===== src/rtl/memory_stage_pkg.sv =====
// Shared opcode/funct3 encodings for the memory stage and its alignment unit.
// Also provides the address-alignment / reserved-encoding fault check.
// Pure declarations; no state.
package memory_stage_pkg;

  localparam logic [6:0] OP_LOAD  = 7'b0000011;
  localparam logic [6:0] OP_STORE = 7'b0100011;

  localparam logic [2:0] F3_LB  = 3'b000;
  localparam logic [2:0] F3_LH  = 3'b001;
  localparam logic [2:0] F3_LW  = 3'b010;
  localparam logic [2:0] F3_LBU = 3'b100;
  localparam logic [2:0] F3_LHU = 3'b101;

  localparam logic [2:0] F3_SB  = 3'b000;
  localparam logic [2:0] F3_SH  = 3'b001;
  localparam logic [2:0] F3_SW  = 3'b010;

  // 1 when a load/store has a misaligned address or a reserved funct3; 0 for non-memory ops
  function automatic logic mem_fault(input logic [6:0] op, input logic [2:0] f3,
                                     input logic [1:0] a);
    logic f;
    f = 1'b0;
    if (op == OP_LOAD) begin
      case (f3)
        F3_LB, F3_LBU: f = 1'b0;
        F3_LH, F3_LHU: f = a[0];
        F3_LW:         f = |a;
        default:       f = 1'b1;
      endcase
    end else if (op == OP_STORE) begin
      case (f3)
        F3_SB:   f = 1'b0;
        F3_SH:   f = a[0];
        F3_SW:   f = |a;
        default: f = 1'b1;
      endcase
    end
    return f;
  endfunction

endpackage


===== src/rtl/memory_stage_align.sv =====
// Byte-lane steering for stores and extract/extend for loads.
// Latency: purely combinational.
// Backpressure: none; outputs follow inputs.
module mem_align_unit
  import memory_stage_pkg::*;
(
  input  logic [2:0]  i_funct3,
  input  logic [1:0]  i_addr_lo,
  input  logic [31:0] i_st_data,
  input  logic [31:0] i_ld_word,
  output logic [3:0]  o_be,
  output logic [31:0] o_wdata,
  output logic [31:0] o_ld_data
);

  logic [31:0] w_ld_shift;

  // Move the addressed byte/half down to bit 0 before extension
  assign w_ld_shift = i_ld_word >> {i_addr_lo, 3'b000};

  // Store: replicate data across lanes, enable only the addressed lanes
  always_comb begin
    o_be    = 4'b0000;
    o_wdata = i_st_data;
    case (i_funct3)
      F3_SB: begin
        o_be    = 4'b0001 << i_addr_lo;
        o_wdata = {4{i_st_data[7:0]}};
      end
      F3_SH: begin
        o_be    = 4'b0011 << i_addr_lo;
        o_wdata = {2{i_st_data[15:0]}};
      end
      F3_SW:   o_be = 4'hF;
      default: o_be = 4'b0000;
    endcase
  end

  // Load: sign- or zero-extend the selected byte/half, whole word as-is
  always_comb begin
    o_ld_data = 32'd0;
    case (i_funct3)
      F3_LB:   o_ld_data = {{24{w_ld_shift[7]}}, w_ld_shift[7:0]};
      F3_LH:   o_ld_data = {{16{w_ld_shift[15]}}, w_ld_shift[15:0]};
      F3_LW:   o_ld_data = i_ld_word;
      F3_LBU:  o_ld_data = {24'd0, w_ld_shift[7:0]};
      F3_LHU:  o_ld_data = {16'd0, w_ld_shift[15:0]};
      default: o_ld_data = 32'd0;
    endcase
  end

endmodule


===== src/rtl/memory_stage.sv =====
// Memory pipeline stage: registers execute results, runs data-memory loads/stores on req/gnt/rvalid.
// Latency: non-memory 1 cycle; store >= 2 cycles; load >= 3 cycles (bounded by WAIT_MAX rvalid timeout).
// Backpressure: m_allow_in drops while an access is outstanding or writeback refuses a finished result.
module memory_stage #(
  parameter int WAIT_MAX = 16
) (
  input  logic        clk,
  input  logic        rst_n,
  input  logic        e_to_m_valid,
  output logic        m_allow_in,
  output logic        m_to_w_valid,
  input  logic        w_allow_in,
  output logic        m_valid,
  input  logic [2:0]  E_instr_type,
  input  logic [6:0]  E_opcode,
  input  logic [9:0]  E_funct,
  input  logic [4:0]  E_rd,
  input  logic [31:0] e_valE,
  input  logic [31:0] E_val2,
  input  logic [31:0] E_default_pc,
  input  logic [31:0] E_cur_pc,
  input  logic [31:0] E_instr,
  input  logic        E_commit,
  input  logic [31:0] E_pred_pc,
  output logic [2:0]  M_instr_type,
  output logic [6:0]  M_opcode,
  output logic [9:0]  M_funct,
  output logic [4:0]  M_rd,
  output logic [31:0] M_valE,
  output logic [31:0] M_val2,
  output logic [31:0] M_default_pc,
  output logic [31:0] M_cur_pc,
  output logic [31:0] M_instr,
  output logic        M_commit,
  output logic [31:0] M_pred_pc,
  output logic [31:0] m_valM,
  output logic        m_misalign,
  output logic        m_bus_err,
  output logic        dmem_req,
  output logic        dmem_we,
  output logic [31:0] dmem_addr,
  output logic [3:0]  dmem_be,
  output logic [31:0] dmem_wdata,
  input  logic        dmem_gnt,
  input  logic        dmem_rvalid,
  input  logic [31:0] dmem_rdata
);
  import memory_stage_pkg::*;

  localparam int CW = (WAIT_MAX > 1) ? $clog2(WAIT_MAX) : 1;
  localparam logic [CW-1:0] CNT_LAST = CW'(WAIT_MAX - 1);

  typedef enum logic [1:0] {S_IDLE, S_REQ, S_WAIT, S_DONE} state_t;

  state_t        r_state, w_state_nxt;
  logic          r_valid;
  logic [CW-1:0] r_cnt;
  logic          w_fire, w_is_load, w_is_store, w_is_mem, w_pending, w_ready_go;
  logic [3:0]    w_be;
  logic [31:0]   w_wdata, w_ld_data;

  assign w_is_load  = (M_opcode == OP_LOAD);
  assign w_is_store = (M_opcode == OP_STORE);
  assign w_is_mem   = w_is_load | w_is_store;
  // A freshly captured, well-formed access issues its request straight from IDLE
  assign w_pending  = r_valid & w_is_mem & ~m_misalign & (r_state == S_IDLE);
  assign w_ready_go = ~(r_valid & w_is_mem & ~m_misalign) | (r_state == S_DONE);

  assign m_valid      = r_valid;
  assign m_allow_in   = ~r_valid | (w_ready_go & w_allow_in);
  assign m_to_w_valid = r_valid & w_ready_go;
  assign w_fire       = m_allow_in & e_to_m_valid;

  assign dmem_req   = w_pending | (r_state == S_REQ);
  assign dmem_we    = dmem_req & w_is_store;
  assign dmem_be    = dmem_we ? w_be : 4'b0000;
  assign dmem_addr  = {M_valE[31:2], 2'b00};
  assign dmem_wdata = w_wdata;

  mem_align_unit u_align (
    .i_funct3  (M_funct[2:0]),
    .i_addr_lo (M_valE[1:0]),
    .i_st_data (M_val2),
    .i_ld_word (dmem_rdata),
    .o_be      (w_be),
    .o_wdata   (w_wdata),
    .o_ld_data (w_ld_data)
  );

  // Capture execute results whenever this stage accepts a valid instr; hold otherwise
  always_ff @(posedge clk or negedge rst_n) begin
    if (!rst_n) begin
      r_valid      <= 1'b0;
      M_instr_type <= '0;
      M_opcode     <= '0;
      M_funct      <= '0;
      M_rd         <= '0;
      M_valE       <= '0;
      M_val2       <= '0;
      M_default_pc <= '0;
      M_cur_pc     <= '0;
      M_instr      <= '0;
      M_commit     <= 1'b0;
      M_pred_pc    <= '0;
      m_misalign   <= 1'b0;
    end else begin
      if (m_allow_in) r_valid <= e_to_m_valid;
      if (w_fire) begin
        M_instr_type <= E_instr_type;
        M_opcode     <= E_opcode;
        M_funct      <= E_funct;
        M_rd         <= E_rd;
        M_valE       <= e_valE;
        M_val2       <= E_val2;
        M_default_pc <= E_default_pc;
        M_cur_pc     <= E_cur_pc;
        M_instr      <= E_instr;
        M_commit     <= E_commit;
        M_pred_pc    <= E_pred_pc;
        m_misalign   <= mem_fault(E_opcode, E_funct[2:0], e_valE[1:0]);
      end
    end
  end

  // Bus FSM next state: request until granted, loads then wait for rvalid or time out
  always_comb begin
    w_state_nxt = r_state;
    case (r_state)
      S_IDLE, S_REQ: begin
        if (r_state == S_REQ || w_pending) begin
          if (dmem_gnt) w_state_nxt = w_is_load ? S_WAIT : S_DONE;
          else          w_state_nxt = S_REQ;
        end
      end
      S_WAIT:  if (dmem_rvalid || r_cnt == CNT_LAST) w_state_nxt = S_DONE;
      S_DONE:  if (w_allow_in) w_state_nxt = S_IDLE;
      default: w_state_nxt = S_IDLE;
    endcase
  end

  // State register
  always_ff @(posedge clk or negedge rst_n) begin
    if (!rst_n) r_state <= S_IDLE;
    else        r_state <= w_state_nxt;
  end

  // WAIT cycle counter, restarted on every entry into WAIT
  always_ff @(posedge clk or negedge rst_n) begin
    if (!rst_n)                  r_cnt <= '0;
    else if (r_state != S_WAIT)  r_cnt <= '0;
    else                         r_cnt <= r_cnt + 1'b1;
  end

  // Load result and timeout flag: cleared on capture, set only from WAIT (stray rvalid ignored)
  always_ff @(posedge clk or negedge rst_n) begin
    if (!rst_n) begin
      m_valM    <= '0;
      m_bus_err <= 1'b0;
    end else if (w_fire) begin
      m_valM    <= '0;
      m_bus_err <= 1'b0;
    end else if (r_state == S_WAIT) begin
      if (dmem_rvalid)              m_valM    <= w_ld_data;
      else if (r_cnt == CNT_LAST)   m_bus_err <= 1'b1;
    end
  end

endmodule


===== config.mk =====
export PLATFORM = sky130hd
export DESIGN_NAME = memory_stage
export DESIGN_NICKNAME = d
export VERILOG_FILES = /design/src/rtl/memory_stage_pkg.sv /design/src/rtl/memory_stage_align.sv /design/src/rtl/memory_stage.sv
export SDC_FILE = /design/constraint.sdc
export NUM_CORES = 1
export LEC_CHECK = 0
export ABC_AREA = 1
export ABC_CLOCK_PERIOD_IN_PS = 2730
export BUFFER_PORTS_ARGS = -buffer_cell sky130_fd_sc_hd__buf_2
export CAP_MARGIN = 20
export CELL_PAD_IN_SITES_DETAIL_PLACEMENT = 1
export CELL_PAD_IN_SITES_GLOBAL_PLACEMENT = 2
export CORE_MARGIN = 10
export CORE_UTILIZATION = 27
export CTS_CLUSTER_DIAMETER = 40
export DETAILED_ROUTE_END_ITERATION = 10
export HOLD_SLACK_MARGIN = 0.08
export PLACE_DENSITY_LB_ADDON = 0.05
export SETUP_SLACK_MARGIN = 0.15
export SLEW_MARGIN = 0
export SYNTH_ARGS = -nofsm -noshare
export SYNTH_HDL_FRONTEND = slang
export SYNTH_SLANG_ARGS = --single-unit

===== constraint.sdc =====
create_clock -name clk -period 2.73 [get_ports clk]
set_clock_uncertainty 0.2 [all_clocks]
set_input_delay 0.1365 -clock clk [delete_from_list [all_inputs] [get_ports clk]]
set_output_delay 0.1365 -clock clk [all_outputs]
set_load 0.01 [all_outputs]

==> results of run 1 <==
layer usage:
layer	GRT usage, %	vias up	part of all wire, %
met5	0	-	0.064
met4	7.503	6	2.8
met3	7.122	94	7.0
met2	40.00	420	50
met1	26.83	6574	40
li1	-	6423	-
worst min-delay path, delay by kind of cell:
family	cells	cell delay (ns)
buffers and inverters	1	0.24
AND/OR/NAND/NOR	2	0.41
cell families (layout without fill, tap and decap cells):
family / Yosys count / count (layout) / synth area share [%]
other: 1 / 9 / 0.03115
flip-flops: 259 / 259 / 53.83
AND/OR/NAND/NOR: 1008 / 1008 / 35.38
adder cells (fa/ha/maj): 1 / 1 / 0.1039
multiplexers: 7 / 7 / 0.6547
XOR/XNOR: 2 / 2 / 0.1455
buffers and inverters: 182 / 1058 / 8.085
AO/OA/AOI/OAI: 41 / 41 / 1.767
timing repair:
action / in CTS / in global routing
buffers inserted: 1 / 0
resized for setup: 9 / 13
cloned: 0 / 1
pin swaps: 0 / 1
hold buffers: 305 / 0
endpoints found under the hold margin: 513 / 0
setup endpoints to repair: 25 / 53
final cells by class:
| class | instances | share of cell area (%) |
|---|---|---|
| flip-flops and latches | 259 | 31.92 |
| repair buffers | 915 | 31.42 |
| multi-input cells | 1061 | 22.93 |
| clock buffers | 77 | 7.921 |
| well taps | 592 | 3.646 |
| clock inverters | 21 | 1.220 |
| inverters | 45 | 0.8500 |
| diodes | 7 | 0.08623 |
worst max-delay path by stage:
stage               slack [ns]          endpoint  cells after the start         from
floorplan                 0.91    dmem_wdata[23]                      6   M_funct[1]
global placement          0.55        dmem_be[2]                      6   M_funct[0]
detailed placement        0.45        m_valM[16]                     10  M_opcode[3]
CTS                       0.11    dmem_wdata[16]                      5   M_funct[0]
global route              0.11  M_default_pc[23]                     10  M_opcode[2]
finish                    0.30        dmem_be[1]                      7   M_funct[2]
power by group through the flow:
stage	logic, W	registers, W	clock network, W
finish	0.00428	0.00496	0.00670
global route	0.00472	0.00505	0.00705
CTS	0.00431	0.00496	0.00684
detailed placement	0.00388	0.00500	0
global placement	0.00385	0.00498	0
floorplan	0.00174	0.00522	0
layout by cell type, fill, tap and decap left out, types with 4 or more instances in the layout:
master	count
a21oi_1	13
buf_12	11
buf_2	576
buf_4	18
bufinv_16	5
clkbuf_1	7
clkbuf_16	56
clkbuf_8	16
clkinv_2	10
clkinvlp_4	5
dfrtp_1	256
diode_2	7
dlygate4sd3_1	305
inv_1	41
mux2_2	7
nand2_1	578
nand2_2	5
nand3_1	290
nor2_1	87
nor2_2	6
nor3_1	4
o21ai_0	22
or2_2	32
state kept, by name (all words and copies together), names as in the netlist:
signal / cells
M_default_pc: 32
m_misalign: 1
r_state: 2
M_instr: 32
m_valid: 1
M_rd: 5
M_cur_pc: 32
M_val2: 32
M_funct: 10
m_valM: 32
M_commit: 1
m_bus_err: 1
r_cnt: 4
M_instr_type: 3
M_valE: 32
M_pred_pc: 32
M_opcode: 7
stage by stage:
stage	cell area, µm²	total power (W)	instances
after floorplan	12040	0.006962	1502
after global placement	15280	0.008829	2565
after detailed placement	15280	0.008878	2565
after CTS	20230	0.01611	2969
after global routing	20310	0.01682	2975
final	20310	0.01593	2977
==> results.sh, run 1 <==
export IMPL_cts_max_level=2
export IMPL_ys_seq_area_share_pct=53.83
export IMPL_final_net_count=2592
export IMPL_layout_setup_ws_ns=0.3000
export IMPL_finalCritPeriodShare_pct=89.01
export IMPL_dieArea_um2=53440
export IMPL_gr_total_overflow=0
export IMPL_fin_tns_setup_ns=0
export IMPL_outcome="completed"
export IMPL_p_sw_w=0.005162
export IMPL_power_leakage_nw=11.07
export IMPL_die_w_um=231.2
export IMPL_cpPeakStageDelay_ns=0.42
export IMPL_yosys_register_bits=259
export IMPL_r2r_slack_ns=0.32
export IMPL_dr_pass1_iters=5
export IMPL_dp_hpwl_um=45180
export IMPL_tritoncts="done"
export IMPL_cts_made_buffers=53
export IMPL_whs_path_depth=3
export IMPL_synth_edf_count=0
export IMPL_min_to="m_valid"
export IMPL_grt_pass1_wl_um=95800
export IMPL_crit_type="reg -> out"
export IMPL_min_from="e_to_m_valid"
export IMPL_viasPerCell=4.540
export IMPL_dr_total_vias=13520
export IMPL_path_max_fanout=9
export IMPL_slew_viol_final=0
export IMPL_yosys_top_cells_area="dfrtp_1 54%, nand2_1 18%, nand3_1 12%"
export IMPL_yosys_area_top_type="dfrtp_1"
export IMPL_rsz0062_at_grt="true"
export IMPL_cpLargestDelayFamily="simple AND/OR/NAND/NOR gates"
export IMPL_synth_top_area_share_pct=53.83
export IMPL_cts_buffer_depth=3
export IMPL_start_util_pct=27.29
export IMPL_synth_top_cells_by_count="581 x nand2_1, 290 x nand3_1, 259 x dfrtp_1"
export IMPL_postSynthCellCount=1501
export IMPL_r2r_cells=10
export IMPL_async_reset_ff_share_pct=100.0
export IMPL_synth_cell_types=28
export IMPL_detail_route_wirelength_um=63930
export IMPL_drive_gt1_share_pct=32.09
export IMPL_post_place_ws_ns=0.4463
export IMPL_register_area_um2=6485
export IMPL_r2r_end="M_default_pc[23]"
export IMPL_multiInputGateArea_um2=4658
export IMPL_peakVddDrop_v=0.0004823
export IMPL_slowest_stage="dfrtp_1"
export IMPL_wl_per_cell_um=21.47
export IMPL_yosysMostFrequentCell="nand2_1"
export IMPL_layout_min_cycle_time_ns=2.430
export IMPL_netlist_area_um2=12040
export IMPL_nFillCells=5357
export IMPL_yosysWarnings=0
export IMPL_clock_sinks=259
export IMPL_grt_pass1_vias=14970
export IMPL_crit_path_start_kind="register"
export IMPL_cp_end_kind="primary output"
export IMPL_synth_ff_type="dfrtp_1"
export IMPL_cp_data_arrival_time_ns=2.09
export IMPL_hold_viol=0
export IMPL_avgSynthCellArea_um2=8.022
export IMPL_drt_iter0_markers=553
export IMPL_p_seq_share_pct=31.1
export IMPL_worstPathRequired_ns=2.39
export IMPL_grt_start_max_net_pins=116
export IMPL_gp_congestion=0.8197
export IMPL_design_core_area_um2=44120
export IMPL_max_cap_viol_count=0
export IMPL_ios=581
export IMPL_setup_viol=0
export IMPL_fin_util_pct=46.04
export IMPL_hold_worst_slack_ns=0.09681
export IMPL_grt_use_total_pct=23.14
export IMPL_regToRegStartpoint="M_opcode[6]"
export IMPL_powerDensity_nw_per_um2=784.4
export IMPL_switching_share_pct=32.39
export IMPL_worst_pin_slew_ns=0.8008
export IMPL_hold_path_class="in -> reg"
export IMPL_max_freq_mhz=411.5
export IMPL_path_clk_slew_ns=0.04
export IMPL_path_buf_inv=2
export IMPL_antenna_found_initial=8
export IMPL_pwr_share_comb_pct=26.9
export IMPL_slew_headroom_pct=46.56
export IMPL_rows=77
export IMPL_drtAntennaViolNets=0
export IMPL_die_y_um=231.2
export IMPL_worstSkewPairLatency_ns=0.57
export IMPL_cts_root_buf="clkbuf_16"
export IMPL_worstPathCellList="nor2_2 -> nand2_4 -> buf_4 -> o21ai_2 -> a21oi_1 -> nor2_1 -> buf_2"
export IMPL_areaGrowthSynthToFinish_pct=68.72
export IMPL_power_frac_clock_pct=42.0
export IMPL_port_buffers=578
export IMPL_drc=0
export IMPL_p_int_w=0.01077
No activity file was read; power rests on OpenSTA's default activity.
==> run 2: changes to the inputs <==
Settings changed: CORE_UTILIZATION 27 to 28, CTS_BUF_LIST from default to sky130_fd_sc_hd__clkbuf_4, SKIP_CTS_REPAIR_TIMING from default to 1.
==> results.sh, run 2 <==
export IMPL_postSynthCellCount=1501
export IMPL_start_util_pct=28.51
export IMPL_synth_edf_count=0
export IMPL_synth_xor_area_share_pct=0.1455
export IMPL_muxShareOfSynthArea_pct=0.6547
export IMPL_cts_max_level=3
export IMPL_stop_stage="global routing (5_1_grt)"
export IMPL_yosys_area_top_type="dfrtp_1"
export IMPL_yosysWarnings=0
export IMPL_rows=75
export IMPL_cts_root_buf="clkbuf_4"
export IMPL_synthAdderAreaFrac_pct=0.1039
export IMPL_ys_seq_area_share_pct=53.83
export IMPL_die_w_um=227.4
export IMPL_worstEndpointType="top-level output"
export IMPL_synth_top_family_by_area="simple AND/OR/NAND/NOR gates"
export IMPL_firstError="[ERROR RSZ-0060] Max buffer count reached."
export IMPL_synth_cell_types=28
export IMPL_synth_compound_area_share_pct=1.767
export IMPL_yosysMostFrequentCell="nand2_1"
export IMPL_avgSynthCellArea_um2=8.022
export IMPL_outcome="aborted with a tool error"
export IMPL_synth_simple_area_share_pct=35.38
export IMPL_ios=581
export IMPL_gp_congestion=0.7885
export IMPL_yosys_top_cells_area="dfrtp_1 54%, nand2_1 18%, nand3_1 12%"
export IMPL_port_buffers=578
export IMPL_cts_made_buffers=82
export IMPL_synth_top_cells_by_count="581 x nand2_1, 290 x nand3_1, 259 x dfrtp_1"
export IMPL_synth_ff_type="dfrtp_1"
export IMPL_grt_start_max_net_pins=120
export IMPL_dp_hpwl_um=44990
export IMPL_async_reset_ff_share_pct=100.0
export IMPL_cts_buffer_depth=3
export IMPL_netlist_area_um2=12040
export IMPL_grt_worst_setup_endpoint="dmem_wdata[16]"
export IMPL_die_y_um=227.4
export IMPL_synth_top_area_share_pct=53.83
export IMPL_clock_sinks=259
export IMPL_yosys_register_bits=259
[run 2: cells by family after synthesis]
family          count (synthesis)
buf+inv                       182
flops                         259
xor+xnor                        2
fa+ha+maj                       1
simple gates                 1008
compound gates                 41
mux                             7
other cells                     1
[run 2: stage by stage]
step	instances	area [µm²]	hold slack, ns	setup slack (ns)
after CTS	2647	16200	-0.8322	-0.4032
after detailed placement	2510	15220	0.007149	0.3881
after global placement	2510	15220	0.01831	0.4810
after floorplan	1502	12040	-0.3591	0.9146
==> run 3: changes to the inputs <==
Settings changed: CELL_PAD_IN_SITES_DETAIL_PLACEMENT 1 to default, CELL_PAD_IN_SITES_GLOBAL_PLACEMENT 2 to default, CORE_UTILIZATION 28 to 25, CTS_BUF_LIST sky130_fd_sc_hd__clkbuf_4 to default, CTS_CLUSTER_DIAMETER 40 to default, HOLD_SLACK_MARGIN 0.08 to default, PLACE_DENSITY_LB_ADDON 0.05 to 0.15, SETUP_SLACK_MARGIN 0.15 to default.
==> results.sh, run 3 (synthesized netlist as in run 1, its figures left out) <==
export IMPL_outcome="completed"
export IMPL_areaGrowthSynthToFinish_pct=60.32
export IMPL_max_freq_mhz=380.1
export IMPL_rows=80
export IMPL_whs_path_depth=4
export IMPL_finalCritPeriodShare_pct=96.36
export IMPL_antenna_found_initial=6
export IMPL_multiInputGateArea_um2=4624
export IMPL_grt_use_total_pct=18.26
export IMPL_placedInstanceArea_um2=15330
export IMPL_ios=581
export IMPL_crit_path_start_kind="register"
export IMPL_dr_total_vias=13080
export IMPL_slew_headroom_pct=38.79
export IMPL_clock_sinks=259
export IMPL_r2r_cells=10
export IMPL_r2r_slack_ns=0.22
export IMPL_dp_hpwl_um=41310
export IMPL_register_area_um2=6481
export IMPL_grt_pass1_vias=12110
export IMPL_cp_end_kind="primary output"
export IMPL_worstPathRequired_ns=2.39
export IMPL_drt_iter0_markers=690
export IMPL_crit_type="reg -> out"
export IMPL_drc=0
export IMPL_hold_path_class="in -> reg"
export IMPL_dr_pass1_iters=5
export IMPL_cp_data_arrival_time_ns=2.29
export IMPL_final_cell_count_no_fill=2937
export IMPL_cts_made_buffers=34
export IMPL_r2r_end="M_instr_type[2]"
export IMPL_power_w=0.01366
export IMPL_final_net_count=2550
export IMPL_rsz0062_at_grt="false"
export IMPL_start_util_pct=25.27
export IMPL_dp_cells=2591
export IMPL_powerDensity_nw_per_um2=707.5
export IMPL_nFillCells=4911
export IMPL_min_from="E_default_pc[14]"
export IMPL_detail_route_wirelength_um=57160
export IMPL_max_cap_viol_count=0
export IMPL_min_to="M_default_pc[14]"
export IMPL_cts_root_buf="clkbuf_16"
export IMPL_die_y_um=239.5
export IMPL_power_leakage_nw=10.63
export IMPL_die_w_um=239.5
export IMPL_worst_pin_slew_ns=0.9181
export IMPL_hold_viol=0
export IMPL_dieArea_um2=57340
export IMPL_setup_viol=0
export IMPL_gp_congestion=0.8177
export IMPL_gr_total_overflow=0
export IMPL_design_core_area_um2=47650
export IMPL_peakVddDrop_v=0.0003487
export IMPL_viasPerCell=4.453
export IMPL_port_buffers=578
export IMPL_fin_tns_setup_ns=0
export IMPL_regToRegStartpoint="M_opcode[3]"
export IMPL_wl_per_cell_um=19.46
export IMPL_mostFrequentLayoutCells="580 x nand2_1, 576 x buf_2, 290 x nand3_1"
export IMPL_path_max_fanout=146
export IMPL_drtAntennaViolNets=0
export IMPL_drive_gt1_share_pct=31.02
export IMPL_tritoncts="done"
export IMPL_final_common_cell="nand2_1"
export IMPL_slew_viol_final=0
export IMPL_path_clk_slew_ns=0.06
export IMPL_fin_area_um2=19300
export IMPL_worstSkewPairLatency_ns=0.52
export IMPL_cts_buffer_depth=3
export IMPL_cts_max_level=2
export IMPL_layout_min_cycle_time_ns=2.631
export IMPL_grt_start_max_net_pins=157
export IMPL_grt_pass1_wl_um=80210
==> run 3: per-stage QoR <==
step / setup slack, ns / util [%] / hold WS, ns
after floorplan: 0.9146 / - / -0.3591
after global placement: 0.5262 / 32.18 / -0.07938
after detailed placement: 0.4847 / 32.18 / -0.08383
after CTS: -0.04543 / 34.57 / -0.6439
after global routing: 0.002766 / 40.51 / 0.1789
final: 0.09944 / 40.51 / 0.1719
==> run 3: cell type report <==
type,instances,area share [%]
Timing Repair Buffer,892,31.63
Clock buffer,47,5.082
Multi-Input combinational cell,1061,23.96
Sequential cell,259,33.58
Inverter,45,0.8945
Antenna cell,4,0.05185
Clock inverter,14,0.8232
Tap cell,615,3.986
==> run 3: where the power goes <==
group	leakage, nW	switching (W)	internal [W]
Combinational	6.84	0.00237	0.00173
Sequential	3.23	0.000474	0.00449
Clock	0.565	0.00179	0.00281
==> run 3: critical path, cell delays in order, from the launching register on <==
cell,delay (ns)
dfrtp_1,0.39
inv_1,0.06
nand2_1,0.04
nor2_1,0.22
nand3_1,0.15
nand2_1,0.18
nand2_8,0.09
buf_12,0.19
buf_2,0.28
==> run 3: how the worst max path moves through the flow <==
stage                     slack (ns)   startpoint        endpoint
after floorplan                 0.91   M_funct[1]  dmem_wdata[23]
after global placement          0.53  M_opcode[2]      m_valM[13]
after detailed placement        0.48    M_valE[1]      m_valM[19]
after CTS                      -0.05   M_funct[2]  dmem_wdata[18]
after global routing           0.003      m_valid      m_allow_in
final                            0.1  M_opcode[3]      m_allow_in
==> run 3: routing by layer <==
layer	up-vias	GRT usage, %	wire length (µm)
met1	6214	22.62	23480
met2	462	30.23	28040
met4	4	4.283	1255
li1	6323	-	-
met3	76	5.942	4365
met5	-	0	21
==> run 4: changes to the inputs <==
Settings changed: PLACE_DENSITY_LB_ADDON 0.15 to default.
==> results.sh, run 4 (synthesized netlist as in run 1, its figures left out) <==
export IMPL_grt_pass1_vias=12150
export IMPL_port_buffers=578
export IMPL_cts_max_level=2
export IMPL_start_util_pct=25.27
export IMPL_worst_pin_slew_ns=0.7390
export IMPL_hold_path_class="in -> async"
export IMPL_max_freq_mhz=387.2
export IMPL_peakVddDrop_v=0.0003837
export IMPL_layout_min_cycle_time_ns=2.583
export IMPL_cts_root_buf="clkbuf_16"
export IMPL_dr_total_vias=13420
export IMPL_tritoncts="done"
export IMPL_path_max_fanout=67
export IMPL_detail_route_wirelength_um=53620
export IMPL_die_y_um=239.5
export IMPL_grt_use_total_pct=16.46
export IMPL_final_net_count=2562
export IMPL_cp_common_cell="nand2_1"
export IMPL_antenna_found_initial=8
export IMPL_path_clk_slew_ns=0.06
export IMPL_hold_viol=0
export IMPL_placedInstanceArea_um2=15300
export IMPL_cts_buffer_depth=3
export IMPL_dr_pass1_iters=5
export IMPL_gp_congestion=0.8556
export IMPL_worstSkewPairLatency_ns=0.53
export IMPL_finalCritPeriodShare_pct=94.61
export IMPL_drt_iter0_markers=839
export IMPL_cp_data_arrival_time_ns=2.80
export IMPL_max_cap_viol_count=0
export IMPL_crit_type="reg -> reg"
export IMPL_dieArea_um2=57340
export IMPL_slew_headroom_pct=50.73
export IMPL_drive_gt1_share_pct=30.67
export IMPL_setup_viol=0
export IMPL_grt_pass1_wl_um=73850
export IMPL_drc=0
export IMPL_wl_per_cell_um=18.19
export IMPL_power_w=0.01344
export IMPL_rows=80
export IMPL_power_leakage_nw=10.63
export IMPL_mostFrequentLayoutCells="581 x nand2_1, 576 x buf_2, 295 x dlygate4sd3_1"
export IMPL_ios=581
export IMPL_die_w_um=239.5
export IMPL_dp_hpwl_um=37430
export IMPL_slowest_stage="dlygate4sd3_1"
export IMPL_fin_area_um2=19390
export IMPL_drtAntennaViolNets=0
export IMPL_worstPathRequired_ns=2.95
export IMPL_crit_path_start_kind="register"
export IMPL_clock_sinks=259
export IMPL_final_common_cell="nand2_1"
export IMPL_cp_end_kind="register"
export IMPL_fin_tns_setup_ns=0
export IMPL_dp_cells=2589
export IMPL_final_cell_count_no_fill=2948
export IMPL_areaGrowthSynthToFinish_pct=61.08
export IMPL_slew_viol_final=0
export IMPL_powerDensity_nw_per_um2=693.0
export IMPL_cts_made_buffers=34
export IMPL_grt_start_max_net_pins=88
export IMPL_gr_total_overflow=0
export IMPL_viasPerCell=4.554
export IMPL_fin_util_pct=40.71
export IMPL_design_core_area_um2=47650
export IMPL_cpPeakStageDelay_ns=0.60
export IMPL_worstPathCellList="inv_1 -> nand2_1 -> nor2_1 -> nand3_1 -> nand2_1 -> nand2_8 -> buf_12 -> nand3_1 -> dlygate4sd3_1 -> nand2_1"
export IMPL_outcome="completed"
-- run 4: cell types whose count changed in the layout (fill, tap and decap cells not counted), sizes merged --
cell,before,now
dlygate4sd3,279,295
buf,613,609
diode,4,8
clkinv,9,7
bufinv,3,2
clkbuf,47,46
inv,45,44
-- run 4: worst max-delay path: cells and delay by family (launching register included) --
kind                   cells  cell delay, ns
buffers and inverters      3            0.90
DFF                        1            0.39
and+or+nand+nor            7            0.93
-- run 4: cell type report --
type / instances / area (µm²)
inverter: 45 / 172.7
antenna: 8 / 20.02
sequential: 259 / 6481
clock buffer: 46 / 997.2
tap: 615 / 769.5
fill: 4682 / 28250
multi-input combinational: 1061 / 4624
clock inverter: 10 / 110.1
timing repair buffer: 904 / 6220
-- run 4: per-layer routing --
layer | vias to the layer above | GRT usage [%] | wire, µm
met5 | - | 0 | 7
met4 | 2 | 4.206 | 1359
met3 | 85 | 5.919 | 4763
met2 | 593 | 27.69 | 26490
met1 | 6418 | 19.55 | 20990
li1 | 6326 | - | -
-- run 4: path summary, 6_finish.rpt --
check	startpoint	endpoint	slack, ns	cells past startpoint
worst max-delay path	M_opcode[6]	M_pred_pc[10]	0.15	10
worst min-delay path	rst_n	M_valE[23]	0.03	2
worst max register to register	M_opcode[6]	M_pred_pc[10]	0.15	10
worst min register to register	M_pred_pc[4]	M_pred_pc[4]	0.26	2
max in group asynchronous	rst_n	M_default_pc[9]	1.45	3
min in group clk	E_commit	M_commit	0.17	4
-- run 4: power breakdown --
group	internal, W	total [W]	switching, W
combinational	0.00171	0.00399	0.00229
clock	0.00273	0.00448	0.00174
sequential	0.00449	0.00497	0.000480
-- run 4: stage by stage --
step	hold WS, ns	setup slack, ns
floorplan	-0.3591	0.9146
global placement	0.008900	0.4069
detailed placement	0.01293	0.3335
CTS	-0.5702	0.008449
global route	0.05459	-0.02745
finish	0.02552	0.1472
